**config.mk**
```make
export PLATFORM = sky130hd
export DESIGN_NAME = pgm_loader_flat
export DESIGN_NICKNAME = d
export VERILOG_FILES = /design/src/rtl/pgm_loader_if.sv /design/src/rtl/pgm_loader.sv /design/src/flat_wrapper.sv
export SDC_FILE = /design/constraint.sdc
export NUM_CORES = 1
export LEC_CHECK = 0
export ABC_AREA = 1
export CAP_MARGIN = 15
export CORE_ASPECT_RATIO = 0.75
export CORE_MARGIN = 3
export CORE_UTILIZATION = 61
export DETAILED_ROUTE_END_ITERATION = 10
export PLACE_DENSITY = 0.79
export SLEW_MARGIN = 20
export SYNTH_ARGS = -nofsm -noshare
export SYNTH_HDL_FRONTEND = slang
export SYNTH_SLANG_ARGS = --single-unit
```
**constraint.sdc**
```tcl
create_clock -name clk -period 4.5 [get_ports clk]
set_input_delay 0.45 -clock clk [delete_from_list [all_inputs] [get_ports clk]]
set_output_delay 0.45 -clock clk [all_outputs]
set_load 0.02 [all_outputs]
```
**src/rtl/pgm_loader_if.sv**
```systemverilog
// Host half-word stream into the program loader: valid/ready handshake.
interface pgm_loader_if #(
  parameter int BW = 16
);
  logic [BW-1:0] ld_data;
  logic          ld_valid;
  logic          ld_ready;

  modport master (output ld_data, output ld_valid, input ld_ready);
  modport slave  (input ld_data, input ld_valid, output ld_ready);
endinterface

```
**src/rtl/pgm_loader.sv**
```systemverilog
// Program memory writer: packs host half-words (high first) into instructions and
// holds the core in reset until a load completes. Optional trailer check: PGM_CHECKSUM_EN.
module pgm_loader #(
  parameter int DEPTH = 16,
  parameter int AW    = 4,
  parameter int IW    = 32,
  parameter int BW    = 16
) (
  input  logic          clk,
  input  logic          sys_rst,
  input  logic          load_start,
  input  logic [AW:0]   load_count,
  pgm_loader_if.slave   ld,
  input  logic [AW-1:0] rd_addr,
  output logic [IW-1:0] rd_data,
  output logic          core_rst,
  output logic          done,
  output logic          err,
  output logic [AW:0]   wr_ptr
);

  typedef enum logic [2:0] {
    S_IDLE,
    S_RECV_HI,
    S_RECV_LO,
`ifdef PGM_CHECKSUM_EN
    S_CHK,
`endif
    S_DONE,
    S_ERR
  } state_t;

  localparam logic [AW:0] DEPTH_C = (AW + 1)'(DEPTH);
  localparam logic [AW:0] PTR_ONE = (AW + 1)'(1);

  state_t        state_q, state_d;
  logic [AW:0]   count_q, count_d;
  logic [AW:0]   wr_ptr_q, wr_ptr_d;
  logic [BW-1:0] hi_buf_q, hi_buf_d;
  logic          ready;
  logic          mem_we;
  logic [IW-1:0] mem [DEPTH];
`ifdef PGM_CHECKSUM_EN
  logic [BW-1:0] csum_q, csum_d;
`endif

  always_comb begin
    state_d  = state_q;
    count_d  = count_q;
    wr_ptr_d = wr_ptr_q;
    hi_buf_d = hi_buf_q;
    mem_we   = 1'b0;
    ready    = 1'b0;
`ifdef PGM_CHECKSUM_EN
    csum_d   = csum_q;
`endif
    case (state_q)
      S_RECV_HI: begin
        ready = 1'b1;
        if (ld.ld_valid) begin
          hi_buf_d = ld.ld_data;
          state_d  = S_RECV_LO;
`ifdef PGM_CHECKSUM_EN
          csum_d   = csum_q ^ ld.ld_data;
`endif
        end
      end
      S_RECV_LO: begin
        ready = 1'b1;
        if (ld.ld_valid) begin
          mem_we   = 1'b1;
          wr_ptr_d = wr_ptr_q + PTR_ONE;
`ifdef PGM_CHECKSUM_EN
          csum_d   = csum_q ^ ld.ld_data;
          state_d  = (wr_ptr_d == count_q) ? S_CHK : S_RECV_HI;
`else
          state_d  = (wr_ptr_d == count_q) ? S_DONE : S_RECV_HI;
`endif
        end
      end
`ifdef PGM_CHECKSUM_EN
      S_CHK: begin
        ready = 1'b1;
        if (ld.ld_valid) begin
          state_d = (ld.ld_data == csum_q) ? S_DONE : S_ERR;
        end
      end
`endif
      default: begin
        // IDLE, DONE and ERR are the only states that accept a new load
        if (load_start) begin
          if ((load_count != '0) && (load_count <= DEPTH_C)) begin
            count_d  = load_count;
            wr_ptr_d = '0;
            state_d  = S_RECV_HI;
`ifdef PGM_CHECKSUM_EN
            csum_d   = '0;
`endif
          end else begin
            state_d = S_ERR;
          end
        end
      end
    endcase
  end

  always_ff @(posedge clk) begin
    if (sys_rst) begin
      state_q  <= S_IDLE;
      count_q  <= '0;
      wr_ptr_q <= '0;
      hi_buf_q <= '0;
`ifdef PGM_CHECKSUM_EN
      csum_q   <= '0;
`endif
    end else begin
      state_q  <= state_d;
      count_q  <= count_d;
      wr_ptr_q <= wr_ptr_d;
      hi_buf_q <= hi_buf_d;
`ifdef PGM_CHECKSUM_EN
      csum_q   <= csum_d;
`endif
    end
  end

  // Contents survive reset so a half-finished load leaves earlier words intact
  always_ff @(posedge clk) begin
    if (mem_we) begin
      mem[wr_ptr_q[AW-1:0]] <= {hi_buf_q, ld.ld_data};
    end
  end

  assign rd_data     = mem[rd_addr];
  assign ld.ld_ready = ready;
  assign core_rst    = (state_q != S_DONE);
  assign done        = (state_q == S_DONE);
  assign err         = (state_q == S_ERR);
  assign wr_ptr      = wr_ptr_q;

endmodule

```
**src/flat_wrapper.sv**
```systemverilog
// flat-port wrapper written by rule: the top's interface ports become plain ports
module pgm_loader_flat 
#(
  parameter int DEPTH = 16,
  parameter int AW    = 4,
  parameter int IW    = 32,
  parameter int BW    = 16
)
  (clk, sys_rst, load_start, load_count, rd_addr, rd_data, core_rst, done, err, wr_ptr, ld_ld_data, ld_ld_valid, ld_ld_ready);
  pgm_loader_if #(.BW(BW)) ld_i ();
  input  logic clk;
  input  logic sys_rst;
  input  logic load_start;
  input  logic [AW:0] load_count;
  input  logic [AW-1:0] rd_addr;
  output logic [IW-1:0] rd_data;
  output logic core_rst;
  output logic done;
  output logic err;
  output logic [AW:0] wr_ptr;
  input wire logic [$bits(ld_i.ld_data)-1:0] ld_ld_data;
  input wire logic [$bits(ld_i.ld_valid)-1:0] ld_ld_valid;
  output wire logic [$bits(ld_i.ld_ready)-1:0] ld_ld_ready;
  assign ld_i.ld_data = ld_ld_data;
  assign ld_i.ld_valid = ld_ld_valid;
  assign ld_ld_ready = ld_i.ld_ready;
  pgm_loader #(.DEPTH(DEPTH), .AW(AW), .IW(IW), .BW(BW)) u_core (.clk(clk), .sys_rst(sys_rst), .load_start(load_start), .load_count(load_count), .ld(ld_i), .rd_addr(rd_addr), .rd_data(rd_data), .core_rst(core_rst), .done(done), .err(err), .wr_ptr(wr_ptr));
endmodule
```
Yosys cells after proc, flatten, opt, wreduce, memory -nomap -nowiden --
Memories as Yosys holds them, arrays and structs flattened. Cells that the tools add are included.
Operators by class: add/subtract/negate cells 1, multiply operators 0, divide/modulo/power cells 0, order comparisons 1, equal/unequal tests 8, shift operators 0, multiplexer cells 15, bitwise operators 2, reduce and logical (&&, ||, !) cells 10
Operators with widths (number):
- 5-bit 2-to-1 mux | 3
- 3-bit 2-to-1 mux | 4
- 5-bit one-hot mux with 2 select lines | 1
- 3-bit by 2-bit equality test with 1-bit output, second input constant | 2
- 3-bit one-hot mux with 2 select lines | 1
- 3-bit AND reduction | 2
- 5-bit by 1-bit adder with 5-bit output, second input constant | 1
- 5-bit equality test | 1
- 5-bit less-or-equal comparator, second input constant | 1
- 1-bit 2-to-1 mux | 5
- 5-bit nonzero test | 1
- 2-bit != test, second input constant | 2
- 4-bit AND reduction | 1
- 2-bit nonzero test | 2
- 3-bit by 1-bit equality test with 1-bit output, second input constant | 1
- 3-bit equality test, second input constant | 1
- 3-bit by 2-bit != test with 1-bit output, second input constant | 1
- 3-bit nonzero test | 1
- 2-bit 2-to-1 mux | 1
- 1-bit inverter | 2
- 2-bit AND reduction | 1
- 2-bit OR reduction | 1
- 1-bit logical AND | 1
Word-level totals: flip-flop bits (word level) 29, latch bits 0, RAM bits 512, memory bits (read-only) 0, bits of input ports 29, output and inout bits 41, logic and storage cells 42, memories 1
Memories:
- u_core.mem | words 16, bits a word 32, read ports 1, clocked after Yosys merged registers in 0, write ports 1, RTL line pgm_loader.sv:42 | logic [IW-1:0] mem [DEPTH];

Depth between registers and ports, before layout --
Gate-level depths: netlist of run 1.
depth after elaboration 5, depth in mapped cells 11, depth with buffers taken out 11

Least setup slack after synthesis of run 1 --
OpenSTA, ideal clock, no wires.
path type reg-to-reg, start register u_core.wr_ptr_q[1] (netlist: u_core.wr_ptr[1]), end memory u_core.mem[3][0], enable pin, setup time 0.461 ns, arrival time 3.106 ns, data required time 4.039 ns, slack 0.933 ns, cell stages (with the launch flop) 4, path buffers 0, period minus slack after synthesis 3.567 ns, path through dfxtp_1 ha_1 inv_1 nor3_1
RTL lines:
- from (decl) | RTL line pgm_loader.sv:38 | logic [AW:0] wr_ptr_q, wr_ptr_d;
- from (signal assigned) | RTL line pgm_loader.sv:119 | wr_ptr_q <= wr_ptr_d;
- to (decl) | RTL line pgm_loader.sv:42
No word-level cell before the write port.

Final worst setup path of run 1 --
start input rd_addr[0], end output rd_data[24]
On the way: cells in the longest elaborated chain, start to end 1
RTL lines:
- from (decl) | RTL line flat_wrapper.sv:15 | input logic [AW-1:0] rd_addr;
- memory 16 x 32 bit
- to (decl) | RTL line flat_wrapper.sv:16 | output logic [IW-1:0] rd_data;
No other way between the ends.

==> results of run 1 <==
-- worst min-delay path by stage --
stage / from / slack (ns) / cells after the start / end
final: u_core.count_q[0] / 0.48 / 2 / u_core.count_q[0]
after global routing: u_core.count_q[0] / 0.52 / 2 / u_core.count_q[0]
after CTS: u_core.count_q[0] / 0.49 / 2 / u_core.count_q[0]
after detailed placement: u_core.count_q[3] / 0.47 / 2 / u_core.count_q[3]
after global placement: u_core.count_q[0] / 0.46 / 2 / u_core.count_q[0]
after floorplan: u_core.count_q[0] / 0.44 / 2 / u_core.count_q[0]
-- routing by layer --
layer / vias up / wire (um) / global-route usage [%]
met5: - / 0 / 0
met1: 6789 / 20440 / 37.08
met3: 120 / 4867 / 4.931
met2: 778 / 24600 / 43.87
li1: 6531 / - / -
met4: 0 / 1434 / 9.383
-- area by class of cell --
cell class              instances  area, sq um
flip-flops and latches        541        15960
fillers                      2375        10530
multi-input cells             890         4631
clock buffers                  79         1451
repair buffers                108         1067
inverters                     281         1055
well taps                     457        571.8
clock inverters                13        101.3
-- through the flow --
| step | cell area [sq um] | std cells | hold WS (ns) |
|---|---|---|---|
| 2_1_floorplan | 22300 | 1822 | 0.4431 |
| 3_3_place_gp | 23280 | 2277 | 0.4580 |
| 3_5_place_dp | 23280 | 2277 | 0.4686 |
| 4_1_cts | 24830 | 2369 | 0.4854 |
| 5_1_grt | 24830 | 2369 | 0.5218 |
| 6_report | 24830 | 2369 | 0.4846 |
-- report_power, final --
part           internal (W)  leakage [nW]  switching (W)  total, W
logic              0.000222          3.43       0.000429  0.000651
clock network       0.00227         0.754        0.00178   0.00405
registers           0.00555          4.96      0.0000578   0.00561
-- cell families (layout without fill, tap and decap cells) --
family | Yosys count | in the layout | share of synthesized area, %
AOI/OAI and AO/OA | 419 | 419 | 10.89
xor gates and xnor gates | 1 | 1 | 0.03928
adders and majority gates | 4 | 4 | 0.2244
buffers and inverters | 391 | 481 | 8.192
DFF | 541 | 541 | 71.55
and+or+nand+nor | 466 | 466 | 9.106
-- state kept, by name, summed over array words and instances, names as in the netlist --
signal	cells
u_core.hi_buf_q	16
u_core.state_q	3
u_core.mem	512
u_core.count_q	5
u_core.wr_ptr	5
-- placed cells by master, fill, tap and decap left out, drive strengths merged --
| master | count |
|---|---|
| nand4 | 3 |
| ha | 4 |
| o211ai | 128 |
| o21ai | 151 |
| nand2 | 199 |
| nor3 | 4 |
| edfxtp | 512 |
| bufinv | 1 |
| inv | 282 |
| a21oi | 140 |
| clkinvlp | 3 |
| nor2 | 53 |
| clkbuf | 79 |
| nand3 | 207 |
| clkinv | 8 |
| xnor2 | 1 |
| clkdlybuf4s50 | 65 |
| buf | 43 |
| dfxtp | 29 |
-- worst reg2reg max path, delay by kind of cell, from the launching register on --
family,cells,cell delay [ns]
and+or+nand+nor,5,1.19
buffers and inverters,2,0.79
DFF,1,0.40
==> impl_metrics.json, run 1 <==
{
  "relSlewSlack_pct": 25.63,
  "r2r-end": "u_core.mem[2][25]",
  "crit_arrival_ns": 2.67,
  "remaining_drc_errors": 0,
  "grt_usage_pct": 26.91,
  "via_per_inst": 6.002,
  "min_period_over_period_pct": 69.30,
  "grt_pass1_wl_um": 79160,
  "drv_cap": 0,
  "path_cells": "buf_8 -> buf_4 -> o211ai_1 -> nand3_1 -> nand3_1 -> nand2_1 -> clkdlybuf4s50_1",
  "cp.depth": 7,
  "reg2reg_from": "u_core.state_q[1]",
  "rsz0062_at_grt": "false",
  "finalSetupViolCount": 0,
  "core-area_sq_um": 35360,
  "fin_tns_setup_ns": 0,
  "utilization_pct": 70.23,
  "min_period_ns": 3.119,
  "synth_cells": 1822,
  "power.leakage_nw": 9.143,
  "port_buffers": 69,
  "power_density_nw_per_um2": 414.9,
  "yosysWarnings": 0,
  "drive_gt1_share_pct": 7.218,
  "grt_max_degree": 120,
  "synth_top_cell_by_area": "edfxtp_1",
  "max_stage_delay_ns": 0.60,
  "ir_drop_mv": 0.3162,
  "hold_violations": 0,
  "num_vias": 14220,
  "yosysMostFrequentCell": "edfxtp_1",
  "htreeDepth": 2,
  "clock.fmax_ghz": 0.3206,
  "syn_nets": 1855,
  "n_antenna_cell": 0,
  "slowest_stage": "clkdlybuf4s50_1",
  "worstMarginPinSlew_ns": 1.109,
  "postSynthAreaPerCell_sq_um": 12.24,
  "gp_congestion": 0.8113,
  "outcome": "completed",
  "required_ns": 4.05,
  "r2r_cells": 7,
  "hold_path.class": "reg -> reg",
  "cts_sinks": 541,
  "total_power_w": 0.01030,
  "synthTopCellsByCount": "512 x edfxtp_1, 279 x inv_1, 206 x nand3_1, 198 x nand2_1, 138 x a21oi_1",
  "cts_resized": 0,
  "synth_seq_area_share_pct": 71.55,
  "dieWidth_um": 226.8,
  "antenna_found_initial": 0,
  "synth_flop_cell": "edfxtp_1",
  "final_nets": 1904,
  "r2r_setup_slack_ns": 1.75,
  "cts_root_buffer": "clkbuf_16",
  "wl_um": 51350,
  "area_delta_synth_final_pct": 11.36,
  "cts_tree": "built",
  "synth.distinct_cells": 27,
  "setup_ws_ns": 1.381,
  "cts_buffers": 49,
  "clk_latency_ns": 0.58,
  "skew_ns": 0.01659,
  "crit_top_cell": "nand3_1",
  "place_ws_ns": 1.408,
  "drt_pass1_iterations": 7,
  "synthArstFlopShare_pct": 0,
  "crit_fanout": 119,
  "gr-total-overflow": 0,
  "cts_setup_buffers": 0,
  "drv_slew": 0,
  "critPathBufInv": 3,
  "start_util_pct": 63.07,
  "startpoint_type": "input port",
  "yosysTopAreaCellShare_pct": 68.94,
  "place_hpwl_um": 27420,
  "detail-route-antenna-nets": 0,
  "io_pins": 70,
  "synth_area_sq_um": 22300,
  "drt_iter0_drc": 1682,
  "wire_per_inst_um": 21.67,
  "die_h_um": 171.6,
  "cp_top_family": "buffers and inverters",
  "worst_setup_path_end_kind": "output port",
  "clkTransAtPathRegs_ns": 0.06,
  "critPathKind": "in -> out",
  "cp-endpoint": "rd_data[24]",
  "ys_seq_elements": 541,
  "dieArea_sq_um": 38910,
  "synth_area_leaders": "edfxtp_1 69%, inv_1 4.7%, nand3_1 4.6%",
  "synth_edf_count": 512,
  "crit_path_start": "rd_addr[0]",
  "cts_hold_buf": 0,
  "std_cell_rows": 59,
  "grt_pass1_vias": 13950,
  "clockBufferDepth": 3
}
(Power assumes the default switching activity.)
==> run 2, diff against run 1 <==
==> constraint.sdc (replaced) <==
create_clock -name clk -period 3.1 [get_ports clk]
set_input_delay 0.31 -clock clk [delete_from_list [all_inputs] [get_ports clk]]
set_output_delay 0.31 -clock clk [all_outputs]
set_load 0.02 [all_outputs]
==> run 2 against run 1 <==
Net effect:
- first-iteration DRC count decreased by 3.4%
- critical path depth unchanged
- clock skew increased by 0.0024 ns
- combinational power increased by 48%
- count of clock-buffer cells in the layout decreased by 9
- register-to-register slack got worse by 1.1 ns
- worst hold slack got worse by 0.031 ns
- non-clock buffer count increased by 14
- critical path type unchanged
- critical endpoint is now rd_data[7]
- highest routed layer unchanged
==> impl_metrics.json, run 2 (synthesized netlist as in run 1, its figures left out) <==
{
  "ir_drop_mv": 0.5596,
  "remaining_drc_errors": 0,
  "drt_pass1_iterations": 5,
  "cts_tree": "built",
  "crit_arrival_ns": 2.25,
  "crit_fanout": 42,
  "place_hpwl_um": 28680,
  "critPathKind": "in -> out",
  "startpoint_type": "input port",
  "gp_congestion": 0.8059,
  "clock.fmax_ghz": 0.3908,
  "cts_sinks": 541,
  "relSlewSlack_pct": 51.36,
  "gr-total-overflow": 0,
  "wl_um": 48750,
  "port_buffers": 69,
  "num_vias": 14060,
  "wire_per_inst_um": 20.46,
  "reg2reg_from": "u_core.state_q[1]",
  "grt_max_degree": 81,
  "skew_ns": 0.01898,
  "drv_slew": 0,
  "required_ns": 2.79,
  "clk_latency_ns": 0.57,
  "detail-route-antenna-nets": 0,
  "dieArea_sq_um": 38910,
  "rsz0062_at_grt": "false",
  "core-area_sq_um": 35360,
  "nFillCells": 2293,
  "area_delta_synth_final_pct": 12.35,
  "grt_usage_pct": 25.47,
  "die_h_um": 171.6,
  "htreeDepth": 2,
  "clkTransAtPathRegs_ns": 0.06,
  "via_per_inst": 5.898,
  "finalSetupViolCount": 0,
  "outcome": "completed",
  "hold_path.class": "in -> reg",
  "cts_hold_buf": 0,
  "drt_iter0_drc": 1624,
  "io_pins": 70,
  "final_common_cell": "edfxtp_1",
  "largest_register_ff_count": 512,
  "drive_gt1_share_pct": 7.840,
  "grt_pass1_wl_um": 75640,
  "min_period_ns": 2.559,
  "hold_violations": 0,
  "cts_setup_buffers": 0,
  "n_antenna_cell": 0,
  "r2r_cells": 7,
  "start_util_pct": 63.07,
  "power.leakage_nw": 9.232,
  "utilization_pct": 70.86,
  "worstMarginPinSlew_ns": 0.7273,
  "cts_root_buffer": "clkbuf_16",
  "layout_common_cells": "512 x edfxtp_1, 279 x inv_1, 206 x nand3_1, 198 x nand2_1, 138 x a21oi_1",
  "dieWidth_um": 226.8,
  "drv_cap": 0,
  "grt_pass1_vias": 13740,
  "worst_setup_path_end_kind": "output port",
  "final_nets": 1918,
  "power_density_nw_per_um2": 599.1,
  "hold_end": "u_core.count_q[1]",
  "cts_resized": 0,
  "r2r-end": "u_core.mem[14][30]",
  "fin_tns_setup_ns": 0,
  "hold_path_depth": 3,
  "std_cell_rows": 59,
  "hold_start": "load_count[1]",
  "min_period_over_period_pct": 82.54,
  "cts_buffers": 49,
  "antenna_found_initial": 0,
  "r2r_setup_slack_ns": 0.66,
  "clockBufferDepth": 3
}
==> run 2: cell types whose count changed in the layout (fill, tap and decap cells not counted) <==
cell       delta
clkbuf_1      -5
clkinv_1      +6
inv_6         +1
buf_4         +6
clkbuf_8      -4
buf_12        +8
bufinv_16     +2
==> run 2: how the worst max path moves through the flow <==
stage                          start               end  slack, ns
floorplan           u_core.wr_ptr[1]  u_core.mem[3][0]      -0.47
global placement          rd_addr[1]        rd_data[7]       0.58
detailed placement        rd_addr[1]        rd_data[5]       0.56
CTS                       rd_addr[1]        rd_data[5]       0.58
global route              rd_addr[1]        rd_data[3]       0.45
finish                    rd_addr[1]        rd_data[7]       0.54
==> run 2: through the flow <==
step	power [W]	cells	setup slack, ns	area, sq um	hold WS (ns)
3_5_place_dp	0.009249	2291	0.5638	23490	0.4674
5_1_grt	0.01548	2383	0.4538	25060	0.4788
3_3_place_gp	0.009214	2291	0.5794	23490	0.4574
2_1_floorplan	0.008877	1822	-0.4667	22300	0.3791
4_1_cts	0.01506	2383	0.5816	25060	0.4266
6_report	0.01501	2383	0.5413	25060	0.4536
==> run 2: power by group <==
group | switching (W) | internal (W)
combinational | 0.000619 | 0.000347
clock | 0.00256 | 0.00335
sequential | 0.0000830 | 0.00805
total | 0.00326 | 0.0118
==> run 2: layout make-up <==
class                      instances  area (sq um)  share of cell area [%]
clock buffer                      70          1378                   5.498
clock inverter                    22         192.7                  0.7690
inverter                         281          1055                   4.210
multi-input combinational        890          4631                   18.48
sequential                       541         15960                   63.68
tap                              457         571.8                   2.282
timing repair buffer             122          1272                   5.079
==> run 2: worst max-delay path, stage by stage <==
cell             delay [ns]
buf_6                  0.31
buf_4                  0.47
o211ai_1               0.18
nand3_1                0.12
nand3_1                0.08
nand2_1                0.12
clkdlybuf4s50_1        0.61
==> run 2: routing by layer <==
layer,vias up,global-route usage [%],part of all wire (%)
met5,-,0,0
met3,87,3.924,9.7
met4,0,7.243,2.0
met1,6714,36.54,40
li1,6566,-,-
met2,688,41.38,48
==> run 3, diff against run 2 <==
--- a/config.mk
+++ b/config.mk
@@ -9,9 +9,9 @@
 export CAP_MARGIN = 15
 export CORE_ASPECT_RATIO = 0.75
 export CORE_MARGIN = 3
-export CORE_UTILIZATION = 61
+export CORE_UTILIZATION = 55
 export DETAILED_ROUTE_END_ITERATION = 10
-export PLACE_DENSITY = 0.79
+export PLACE_DENSITY = 0.75
 export SLEW_MARGIN = 20
 export SYNTH_ARGS = -nofsm -noshare
 export SYNTH_HDL_FRONTEND = slang
==> constraint.sdc (replaced) <==
create_clock -name clk -period 2.2 [get_ports clk]
set_input_delay 0.22 -clock clk [delete_from_list [all_inputs] [get_ports clk]]
set_output_delay 0.22 -clock clk [all_outputs]
set_load 0.02 [all_outputs]
==> run 3 against run 2 <==
Net effect:
- count of clock-buffer cells in the layout increased by 3
- worst hold slack got worse by 0.13 ns
- sequential share of layout area decreased by 1.5 points
- register-to-register slack got worse by 0.38 ns
- power increased by 40%
- die area increased by 11%
- critical endpoint is now rd_data[27]
- largest cell class unchanged
==> impl_metrics.json, run 3 (synthesized netlist as in run 1, its figures left out) <==
{
  "startpoint_type": "register",
  "critPathKind": "reg -> out",
  "grt_max_degree": 69,
  "cts_sinks": 541,
  "drt_iter0_drc": 1563,
  "cts_setup_buffers": 0,
  "skew_ns": 0.03477,
  "port_buffers": 69,
  "dpl_cell_area_sq_um": 24150,
  "via_per_inst": 5.776,
  "grt_pass1_wl_um": 79320,
  "cts_buffers": 50,
  "gr-total-overflow": 0,
  "r2r-end": "u_core.mem[4][25]",
  "clkTransAtPathRegs_ns": 0.06,
  "num_vias": 14290,
  "multi_input_area_sq_um": 4649,
  "layout_common_cells": "512 x edfxtp_1, 279 x inv_1, 206 x nand3_1, 198 x nand2_1, 138 x a21oi_1",
  "drv_cap": 0,
  "dieWidth_um": 238.5,
  "power.leakage_nw": 9.567,
  "wire_per_inst_um": 21.06,
  "htreeDepth": 2,
  "core-area_sq_um": 39730,
  "grt_usage_pct": 24.11,
  "drv_slew": 0,
  "min_period_over_period_pct": 95.77,
  "gp_congestion": 0.8152,
  "clockBufferDepth": 3,
  "worstMarginPinSlew_ns": 0.7063,
  "remaining_drc_errors": 0,
  "grt_pass1_vias": 13740,
  "cts_tree": "built",
  "hold_start": "load_count[2]",
  "hold_path.class": "in -> reg",
  "area_delta_synth_final_pct": 14.99,
  "die_h_um": 180.4,
  "place_hpwl_um": 29000,
  "r2r_setup_slack_ns": 0.28,
  "required_ns": 1.98,
  "n_antenna_cell": 0,
  "largest_register_ff_count": 512,
  "final_common_cell": "edfxtp_1",
  "seqCellArea_sq_um": 15960,
  "crit_fanout": 1,
  "dieArea_sq_um": 43020,
  "reg2reg_from": "u_core.state_q[0]",
  "wl_um": 52080,
  "cts_root_buffer": "clkbuf_16",
  "hold_path_depth": 3,
  "finalSetupViolCount": 0,
  "rsz0062_at_grt": "false",
  "crit_arrival_ns": 1.89,
  "drt_pass1_iterations": 8,
  "std_cell_rows": 63,
  "drive_gt1_share_pct": 8.807,
  "relSlewSlack_pct": 52.76,
  "nFillCells": 2895,
  "hold_end": "u_core.count_q[2]",
  "antenna_found_initial": 0,
  "start_util_pct": 56.13,
  "min_period_ns": 2.107,
  "worst_setup_path_end_kind": "output port",
  "final_nets": 1948,
  "ir_drop_mv": 0.6077,
  "utilization_pct": 64.54,
  "r2r_cells": 8,
  "io_pins": 70,
  "outcome": "completed",
  "final_area_sq_um": 25640,
  "crit_path_start": "u_core.mem[1][27]",
  "clock.fmax_ghz": 0.4746,
  "detail-route-antenna-nets": 0,
  "clk_latency_ns": 0.59,
  "hold_violations": 0,
  "power_density_nw_per_um2": 817.4
}
[run 3: changes by cell type in the layout (fill, tap and decap cells not counted), moves of 2 or more]
cell / previous run / this run
clkinv_8: 0 / 2
nor3_4: 0 / 3
clkinv_2: 8 / 3
bufinv_16: 3 / 1
nor3_2: 3 / 0
dlymetal6s2s_1: 0 / 3
clkdlybuf4s50_1: 65 / 31
clkinvlp_4: 3 / 0
buf_12: 15 / 43
inv_6: 2 / 0
clkbuf_1: 16 / 18
clkinv_1: 6 / 10
dlygate4sd2_1: 0 / 31
[run 3: final cells by class]
class,instances,share of cell area [%]
clock buffer,73,5.455
clock inverter,17,0.4831
inverter,281,4.113
multi-input combinational,890,18.13
sequential,541,62.22
tap,520,2.537
timing repair buffer,151,7.056
[run 3: report_power, final]
group / switching (W) / leakage (nW) / internal [W]
clock: 0.00360 / 0.738 / 0.00452
sequential: 0.000118 / 4.93 / 0.0113
combinational: 0.000887 / 3.90 / 0.000492
[run 3: worst max path at each step]
stage | endpoint | slack, ns | cells past startpoint
final | rd_data[27] | 0.09 | 7
after global routing | rd_data[27] | 0.008 | 7
after CTS | rd_data[4] | 0.006 | 7
after detailed placement | rd_data[29] | 0.009 | 7
after global placement | rd_data[15] | 0.06 | 7
after floorplan | u_core.mem[11][0] | -0.42 | 3
[run 3: repair_timing]
action / in CTS / in global routing
hold buffers: 0 / 0
resized for setup: 31 / 3
endpoints found under the setup margin: 31 / 3
[run 3: per-stage QoR]
stage	setup TNS [ns]	total power (W)	instances	setup WS [ns]	hold WS, ns
global route	0	0.02157	2473	0.008135	0.3544
CTS	0	0.02107	2473	0.006493	0.3101
floorplan	-40.09	0.01251	1822	-0.4176	0.2891
detailed placement	0	0.01310	2383	0.009434	0.4660
global placement	0	0.01305	2383	0.06464	0.4568
finish	0	0.02096	2473	0.09300	0.3282
[run 3: layer usage]
layer | vias up | wire length (um) | global-route usage (%)
li1 | 6618 | - | -
met1 | 6842 | 21240 | 34.27
met2 | 716 | 24500 | 38.35
met3 | 109 | 4857 | 3.901
met4 | 0 | 1484 | 8.267
met5 | - | 0 | 0
[run 3: worst max-delay path: stages, from the launching register on]
cell and delay (ns):
edfxtp_1 0.38, inv_1 0.08, a21oi_1 0.06, o21ai_0 0.10, nand3_1 0.13, nand3_1 0.10, nand2_1 0.12, dlygate4sd2_1 0.35
